`config.mk`:
```
export PLATFORM = sky130hd
export DESIGN_NAME = snake_head_driver
export DESIGN_NICKNAME = d
export VERILOG_FILES = /design/src/rtl/snake_pkg.sv /design/src/rtl/snake_tick_gen.sv /design/src/rtl/snake_head_driver.sv
export SDC_FILE = /design/constraint.sdc
export NUM_CORES = 1
export LEC_CHECK = 0
export CAP_MARGIN = 0
export CORE_MARGIN = 2
export CORE_UTILIZATION = 25
export DETAILED_ROUTE_END_ITERATION = 8
export HOLD_SLACK_MARGIN = 0.06
export PLACE_DENSITY = 0.43
export REMOVE_ABC_BUFFERS = 1
export SLEW_MARGIN = 25
export SYNTH_ARGS = -nofsm -noshare
export SYNTH_HDL_FRONTEND = slang
export SYNTH_SLANG_ARGS = --single-unit
```
`constraint.sdc`:
```
create_clock -name Clock -period 3.13 [get_ports Clock]
set_input_delay 0.7825 -clock Clock [delete_from_list [all_inputs] [get_ports Clock]]
set_output_delay 0.7825 -clock Clock [all_outputs]
set_load 0.05 [all_outputs]
```
`src/rtl/snake_pkg.sv`:
```
// Shared types and helpers for the snake head driver.
package snake_pkg;

    localparam int LEN_W = 6;

    typedef enum logic [2:0] {
        DIR_NONE,
        DIR_L,
        DIR_R,
        DIR_U,
        DIR_D
    } dir_t;

    typedef enum logic [1:0] {
        IDLE,
        RUN,
        DEAD
    } state_t;

    function automatic dir_t opposite(input dir_t d);
        case (d)
            DIR_L:   return DIR_R;
            DIR_R:   return DIR_L;
            DIR_U:   return DIR_D;
            DIR_D:   return DIR_U;
            default: return DIR_NONE;
        endcase
    endfunction

endpackage

```
`src/rtl/snake_tick_gen.sv`:
```
// Game tick generator: counts 0..TICK_DIV-1 while enabled, tc marks the last count.
module snake_tick_gen #(
    parameter int TICK_DIV = 12500000
) (
    input  logic Clock,
    input  logic reset,
    input  logic clr,
    input  logic en,
    output logic tc
);

    localparam int CW = (TICK_DIV > 1) ? $clog2(TICK_DIV) : 1;

    logic [CW-1:0] cnt;

    assign tc = en && (cnt == CW'(TICK_DIV - 1));

    always_ff @(posedge Clock or negedge reset) begin
        if (!reset) begin
            cnt <= '0;
        end else if (clr) begin
            cnt <= '0;
        end else if (en) begin
            cnt <= tc ? '0 : cnt + 1'b1;
        end
    end

endmodule

```
`src/rtl/snake_head_driver.sv`:
```
// Snake head motion source: key pulses -> committed direction, one cell per tick.
// Optional macro SNAKE_WRAP_EN makes the grid edges wrap instead of ending the game.
//
// state | meaning
// IDLE  | waiting for the first key; counter held at 0
// RUN   | head advances on every tick; keys update pending direction
// DEAD  | head left the grid; everything frozen until reset
module snake_head_driver
    import snake_pkg::*;
#(
    parameter int GRID_W   = 8,
    parameter int GRID_H   = 8,
    parameter int TICK_DIV = 12500000,
    parameter int MAX_LEN  = 63,
    parameter int START_X  = 3,
    parameter int START_Y  = 3
) (
    input  logic                      Clock,
    input  logic                      reset,
    input  logic                      key_l,
    input  logic                      key_r,
    input  logic                      key_u,
    input  logic                      key_d,
    input  logic                      food_hit,
    output logic [$clog2(GRID_W)-1:0] head_x,
    output logic [$clog2(GRID_H)-1:0] head_y,
    output logic                      L,
    output logic                      R,
    output logic                      U,
    output logic                      D,
    output logic                      step,
    output logic [LEN_W-1:0]          snake_length,
    output logic                      gameover,
    output logic                      started
);

    localparam int XW = $clog2(GRID_W);
    localparam int YW = $clog2(GRID_H);

    state_t          state;
    dir_t            dir_q;
    dir_t            pend_q;
    dir_t            cand;
    dir_t            next_dir;
    logic            accept;
    logic            tick;
    logic            off_grid;
    logic            wall;
    logic [XW-1:0]   nx;
    logic [YW-1:0]   ny;

    snake_tick_gen #(.TICK_DIV(TICK_DIV)) u_tick (
        .Clock (Clock),
        .reset (reset),
        .clr   (state != RUN),
        .en    (state == RUN),
        .tc    (tick)
    );

    always_comb begin
        cand = DIR_NONE;
        if (key_l)      cand = DIR_L;
        else if (key_r) cand = DIR_R;
        else if (key_u) cand = DIR_U;
        else if (key_d) cand = DIR_D;
    end

    // A press landing on the tick cycle itself still steers that tick.
    assign accept   = (cand != DIR_NONE) && (cand != opposite(dir_q));
    assign next_dir = accept ? cand : pend_q;

    always_comb begin
        nx       = head_x;
        ny       = head_y;
        off_grid = 1'b0;
        case (next_dir)
            DIR_L: begin
                if (head_x == '0) begin
                    off_grid = 1'b1;
                    nx       = XW'(GRID_W - 1);
                end else begin
                    nx = head_x - 1'b1;
                end
            end
            DIR_R: begin
                if (head_x == XW'(GRID_W - 1)) begin
                    off_grid = 1'b1;
                    nx       = '0;
                end else begin
                    nx = head_x + 1'b1;
                end
            end
            DIR_U: begin
                if (head_y == '0) begin
                    off_grid = 1'b1;
                    ny       = YW'(GRID_H - 1);
                end else begin
                    ny = head_y - 1'b1;
                end
            end
            DIR_D: begin
                if (head_y == YW'(GRID_H - 1)) begin
                    off_grid = 1'b1;
                    ny       = '0;
                end else begin
                    ny = head_y + 1'b1;
                end
            end
            default: ;
        endcase
    end

`ifdef SNAKE_WRAP_EN
    assign wall = 1'b0;
    logic unused_off_grid;
    assign unused_off_grid = off_grid;
`else
    assign wall = off_grid;
`endif

    always_ff @(posedge Clock or negedge reset) begin
        if (!reset) begin
            state        <= IDLE;
            head_x       <= XW'(START_X);
            head_y       <= YW'(START_Y);
            dir_q        <= DIR_NONE;
            pend_q       <= DIR_NONE;
            step         <= 1'b0;
            snake_length <= LEN_W'(1);
            gameover     <= 1'b0;
            started      <= 1'b0;
        end else begin
            step <= 1'b0;
            if (state != DEAD && food_hit && snake_length < LEN_W'(MAX_LEN))
                snake_length <= snake_length + 1'b1;
            case (state)
                IDLE: begin
                    if (cand != DIR_NONE) begin
                        dir_q   <= cand;
                        pend_q  <= cand;
                        started <= 1'b1;
                        state   <= RUN;
                    end
                end
                RUN: begin
                    if (accept)
                        pend_q <= cand;
                    if (tick) begin
                        if (wall) begin
                            state    <= DEAD;
                            gameover <= 1'b1;
                        end else begin
                            head_x <= nx;
                            head_y <= ny;
                            dir_q  <= next_dir;
                            pend_q <= next_dir;
                            step   <= 1'b1;
                        end
                    end
                end
                default: ;
            endcase
        end
    end

    assign L = (dir_q == DIR_L);
    assign R = (dir_q == DIR_R);
    assign U = (dir_q == DIR_U);
    assign D = (dir_q == DIR_D);

endmodule
```
==> results of run 1 <==
==> worst max-delay path by stage <==
stage	startpoint	end	slack, ps	cells past startpoint
finish	key_d	head_y[2]$_DFFE_PN0P_	210	9
global route	key_d	head_y[0]$_DFFE_PN1P_	110	9
CTS	key_u	head_x[2]$_DFFE_PN0P_	-1	11
detailed placement	key_r	head_x[2]$_DFFE_PN0P_	-390	11
global placement	key_l	head_x[2]$_DFFE_PN0P_	-360	10
floorplan	key_l	dir_q[1]$_DFFE_PN0P_	240	7
==> Yosys cell counts (all sizes together), types with 3 or more instances <==
cell,count,share of area (%)
nor4,3,0.69
and3,10,2.3
xnor2,15,4.8
nor2b,4,1.2
o21ai,7,1.3
nand3b,5,1.4
a31oi,4,0.92
nor2,48,6.7
buf,7,1.8
or3,3,0.74
mux2,3,1.7
or2,3,0.69
ha,10,4.6
nand3,13,2.4
nand4,7,1.6
inv,14,1.9
a21oi,6,1.1
nor3,7,1.3
a21boi,4,1.4
dfstp,5,4.8
a211o,3,1.0
xor2,17,5.5
nand2,23,3.2
dfrtp,42,39
==> layout make-up <==
cell class	count	area (um2)
clock buffers	5	68.8
clock inverters	3	18.8
fillers	1148	7300
inverters	14	52.6
multi-input cells	219	1470
flip-flops and latches	47	1180
well taps	140	175
repair buffers	48	429
==> cells by family (layout without fill, tap and decap cells) <==
family,count (synthesis),in the layout,synth area share (%)
simple gates,137,137,25.8
flops,47,47,43.5
compound gates,35,35,9.35
xor+xnor,32,32,10.3
buf+inv,23,70,3.96
fa+ha+maj,10,10,4.61
mux,5,5,2.40
==> critical path, delay by kind of cell <==
kind / cells / cell delay, ps
multiplexers: 1 / 310
buffers and inverters: 2 / 710
AND/OR/NAND/NOR: 3 / 800
AO/OA/AOI/OAI: 3 / 540
==> registers in the layout, summed over array words and instances, names as in the netlist <==
signal	count
pend_q	3
snake_length	6
state	2
dir_q	3
u_tick.cnt	24
started	1
gameover	1
head_x	3
step	1
head_y	3
==> power groups by stage <==
| stage | Clock [mW] | Combinational (mW) | Sequential [mW] |
|---|---|---|---|
| after CTS | 0.397 | 0.458 | 0.721 |
| after floorplan | 0 | 0.141 | 0.868 |
| final | 0.380 | 0.455 | 0.721 |
| after detailed placement | 0 | 0.453 | 0.731 |
| after global routing | 0.419 | 0.489 | 0.729 |
| after global placement | 0 | 0.450 | 0.732 |
==> what timing repair did <==
action,4_1_cts,5_1_grt
setup buffers,0,0
setup endpoints to repair,7,11
resized for setup,4,7
==> metal layers <==
layer / GRT usage [%] / up-vias
met2: 15.7 / 27
met3: 1.75 / 6
li1: - / 1077
met1: 16.1 / 977
met4: 3.85 / 0
met5: 0 / -
==> flow_summary_export.csv, run 1 <==
group,metric,value,unit
status,status,"finished clean",
routing,first_iter_violations,101,
routing,wl_met1,3130,um
final_layout,final_common_cell,"nor2_1",
worst_setup_path,slowest_delay,560,ps
timing,max_freq,0.342,GHz
placed_design,port_buffers,25,
routing,drtPass1Iterations,4,
worst_setup_path,path_max_fanout,7,
worst_setup_path,required,3370,ps
logic_synthesis,synth_edf_count,0,
worst_setup_path,start_kind,"input pin",
timing,finalSetupViolations,0,
logic_synthesis,synth_flop_cell,"dfrtp_1",
timing,tightest_slew,561,ps
timing,rsz0062_at_grt,"false",
clock_tree,clkSlewWorstSetupHoldPaths,100,ps
pwr,swShare,36.2,%
timing,hold_viol_final,0,
global_routing,grt_max_degree,36,
routing,wire_per_inst,12.4,um
clock_tree,cts_root_buf,"clkbuf_8",
worst_setup_path,worstPathArrival,3160,ps
pwr,p_total,1.56,mW
clock_tree,worstSkewPairLatency,300,ps
pwr,p_int,0.993,mW
logic_synthesis,syn-cell-area,2720,um2
logic_synthesis,async_flop_share,100,%
placed_design,placed_cell_area,3250,um2
logic_synthesis,synthDistinctLibCells,53,
timing,worst_hold_slack,349,ps
logic_synthesis,synth-seq-cells,47,
worst_setup_path,worst-setup-path-type,"input pin to register",
final_layout,final_cell_mix,"47 x nor2_1, 42 x dfrtp_1, 23 x nand2_1",
die,initial_utilization,25.4,%
worst_hold_path,min_path_type,"input pin to asynchronous set/reset pin",
pwr,p_clk_share,24.4,%
flow_run,cap_viol_max_count,0,
logic_synthesis,syn_avg_cell_area,9.40,um2
worst_setup_path,crit_chain,"clkdlybuf4s50_1 -> nor4_4 -> or4_4 -> and2_4 -> mux2_4 -> a211oi_4 -> buf_6 -> a21boi_2 -> a2bb2oi_1",
timing,fin_crit_sh,93.3,%
worst_setup_path,cp-end-kind,"register",
placed_design,hpwl,4300,um
die,fp.dieW,108,um
global_routing,grt_pass1_wl,10300,um
placed_design,dp.cells,468,
pwr,pwr_density_cell,458,nW/um2
pwr,cellLeakagePower,1.47,nW
clock_tree,clock_path_buffers,2,
worst_setup_path,r2r_end,"dir_q[2]$_DFFE_PN0P_",
die,core_area,10700,um2
logic_synthesis,syn_inst,289,
timing,min_period,2920,ps
routing,wl_met2,2500,um
pwr,power_frac_comb,29.2,%
final_layout,final_area,3390,um2
routing,route.met3.wl,164,um
worst_setup_path,reg2reg_from,"dir_q[1]$_DFFE_PN0P_",
routing,antenna_left,0,
clock_tree,clock-sinks,47,
clock_tree,cts_tree,"yes",
timing,finClkSkew,6.65,ps
die,num_rows,38,
routing,post-route-drc-count,0,
die,io_pins,26,
global_routing,grt-ovfl-total,0,
worst_setup_path,cp_slowest_cell,"or4_4",
die,die_h,108,um
logic_synthesis,synth_seq_area_share,43.5,%
final_layout,area_growth,25.0,%
placed_design,gp_congestion,0.752,
final_layout,final_core_util,31.7,%
timing,setup-tns-final,0,ps
timing,slew_headroom,62.2,%
global_routing,grt.total_usage,10.8,%
clock_tree,cts_max_level,2,
routing,drt_wl_total,5890,um
timing,final_max_slew_viol_count,0,
worst_setup_path,rr_worst_depth,8,
timing,timing.final.ws_setup,208,ps
final_layout,diodes,0,
placed_design,place_ws,-389,ps
clock_tree,cts_hold_buf,0,
final_layout,final_layout_size_suffix_gt1_share,17.6,%
clock_tree,cts_made_buffers,5,
routing,highest_layer,"met4",
final_layout,nNetsFinal,352,
pwr,ir_drop,0.508,mV
logic_synthesis,yosysWarnings,0,
global_routing,antenna_found_initial,0,
die,die_area,11700,um2
pwr,p_seq_share,46.3,%
final_layout,stdcell_count,476,
pwr,switchingPower,0.563,mW
routing,vias_per_cell,4.38,
routing,vias,2087,
global_routing,grt_pass1_vias,2092,
worst_setup_path,reg2reg_slack,450,ps
Power figures use the tool's default switching activity.
==> run 2, diff against run 1 <==
==> constraint.sdc (replaced) <==
create_clock -name Clock -period 2.8 [get_ports Clock]
set_input_delay 0.7 -clock Clock [delete_from_list [all_inputs] [get_ports Clock]]
set_output_delay 0.7 -clock Clock [all_outputs]
set_load 0.05 [all_outputs]
==> run 2 against run 1 <==
Effect of this change: routed wire length down 1.6%; global-route usage rose by 0.11 points; setup slack got worse by 56 ps; die area stayed put; critical path type unchanged; sequential power up 12%; clock power rose by 34%; critical path depth rose by 1; critical endpoint unchanged.
==> flow_summary_export.csv, run 2 (same netlist as run 1, synthesis figures left out) <==
group,metric,value,unit
status,status,"finished clean",
placed_design,port_buffers,25,
flow_run,cap_viol_max_count,0,
timing,tightest_slew,638,ps
timing,finClkSkew,6.61,ps
clock_tree,worstSkewPairLatency,300,ps
die,fp.dieW,108,um
timing,finalSetupViolations,0,
routing,antenna_left,0,
timing,final_max_slew_viol_count,0,
worst_setup_path,path_max_fanout,6,
worst_setup_path,required,3030,ps
worst_setup_path,cp_slowest_cell,"or4_4",
final_layout,diodes,0,
clock_tree,cts_made_buffers,5,
global_routing,grt_pass1_vias,2129,
clock_tree,clock_path_buffers,2,
worst_setup_path,slowest_delay,510,ps
final_layout,final_core_util,32.2,%
routing,first_iter_violations,110,
final_layout,stdcell_count,482,
worst_setup_path,reg2reg_slack,210,ps
global_routing,grt_pass1_wl,10300,um
placed_design,hpwl,4290,um
final_layout,nNetsFinal,358,
routing,vias,2131,
routing,drt_wl_total,5790,um
worst_setup_path,critPathBufInv,3,
timing,setup-tns-final,0,ps
worst_setup_path,cp-end-kind,"register",
clock_tree,cts_max_level,2,
timing,rsz0062_at_grt,"false",
final_layout,largest_register_ffs,24,
routing,drtPass1Iterations,8,
routing,vias_per_cell,4.42,
placed_design,dp.cells,473,
final_layout,fillers,1134,
clock_tree,cts_root_buf,"clkbuf_8",
worst_hold_path,min_path_type,"input pin to asynchronous set/reset pin",
die,die_area,11700,um2
die,die_h,108,um
worst_setup_path,crit_chain,"clkbuf_2 -> buf_4 -> nor2b_4 -> or4_4 -> and2_4 -> mux2_4 -> a211oi_4 -> buf_6 -> a21boi_2 -> a2bb2oi_1",
final_layout,final_cell_mix,"47 x nor2_1, 41 x dfrtp_1, 28 x buf_4",
global_routing,grt_max_degree,30,
final_layout,area_growth,26.7,%
die,core_area,10700,um2
timing,slew_headroom,57.4,%
pwr,pwr_density_cell,529,nW/um2
worst_setup_path,start_kind,"input pin",
global_routing,antenna_found_initial,0,
final_layout,final_common_cell,"nor2_1",
pwr,cellLeakagePower,1.51,nW
routing,wire_per_inst,12.0,um
pwr,ir_drop,0.524,mV
global_routing,grt-ovfl-total,0,
clock_tree,cts_tree,"yes",
clock_tree,clock-sinks,47,
die,initial_utilization,25.4,%
worst_setup_path,cp_top_family,"simple AND/OR/NAND/NOR gates",
timing,hold_viol_final,0,
worst_setup_path,worst-setup-path-type,"input pin to register",
timing,fin_crit_sh,94.6,%
final_layout,final_layout_size_suffix_gt1_share,20.2,%
timing,max_freq,0.378,GHz
routing,post-route-drc-count,0,
final_layout,top_register,"u_tick.cnt",
timing,min_period,2650,ps
die,num_rows,38,
final_layout,reg_top3,"u_tick.cnt (24), snake_length (6)",
worst_setup_path,worstPathArrival,2880,ps
placed_design,gp_congestion,0.765,
global_routing,grt.total_usage,10.9,%
die,io_pins,26,
clock_tree,clkSlewWorstSetupHoldPaths,90,ps
-- run 2: cell types whose count changed in the layout (fill, tap and decap cells not counted), sizes merged --
| cell | change |
|---|---|
| bufinv | +1 |
| dlymetal6s2s | -2 |
| buf | +7 |
| inv | -1 |
| clkbuf | +3 |
| dlygate4sd2 | +2 |
| clkdlybuf4s50 | -4 |
-- run 2: repair_timing --
action | in CTS | in global routing
hold buffers | 0 | 0
pin swaps | 2 | 1
resized for setup | 11 | 11
buffers inserted | 1 | 0
endpoints found under the setup margin | 11 | 10
-- run 2: through the flow --
stage | hold slack, ps | power [mW] | cell area (um2) | worst slack (ps)
CTS | 433 | 1.85 | 3430 | 5.47
global route | 453 | 1.93 | 3440 | 39.8
detailed placement | 468 | 1.33 | 3290 | -582
finish | 409 | 1.82 | 3440 | 152
global placement | 476 | 1.33 | 3290 | -598
floorplan | 404 | 1.13 | 2660 | -4.71
-- run 2: final timing paths --
path                                 startpoint                       end  cells after the start
setup / recovery                          key_u     head_y[2]$_DFFE_PN0P_                     10
hold / removal                            reset  u_tick.cnt[19]$_DFF_PN0_                      1
setup reg to reg           dir_q[1]$_DFFE_PN0P_     head_y[2]$_DFFE_PN0P_                     11
hold reg to reg             started$_DFFE_PN0P_       started$_DFFE_PN0P_                      1
max in group asynchronous                 reset      dir_q[1]$_DFFE_PN0P_                      2
min in group Clock          started$_DFFE_PN0P_       started$_DFFE_PN0P_                      1
-- run 2: worst register-to-register path: cells and delay by family, from the launching register on --
| family | cells | cell delay (ps) |
|---|---|---|
| AOI/OAI and AO/OA | 6 | 1110 |
| DFF | 1 | 490 |
| and+or+nand+nor | 2 | 480 |
| buffers and inverters | 3 | 450 |
-- run 2: area by class of cell --
| cell class | count | area, um2 | share of cell area, % |
|---|---|---|---|
| well taps | 140 | 175 | 5.09 |
| inverters | 14 | 52.6 | 1.53 |
| flip-flops and latches | 47 | 1180 | 34.4 |
| multi-input cells | 219 | 1470 | 42.6 |
| clock buffers | 5 | 68.8 | 2.00 |
| repair buffers | 54 | 453 | 13.2 |
| clock inverters | 3 | 43.8 | 1.27 |
-- run 2: routing by layer --
layer | part of all wire (%) | vias to the layer above | global-route usage [%]
met2 | 43 | 22 | 16.2
met5 | 0 | - | 0
met4 | 1.5 | 0 | 3.57
li1 | - | 1097 | -
met1 | 53 | 1006 | 16.0
met3 | 2.5 | 6 | 1.93
-- run 2: power breakdown --
group	internal, mW	switching, mW
Sequential	0.739	0.0652
Combinational	0.196	0.313
Clock	0.266	0.243
Total	1.20	0.621
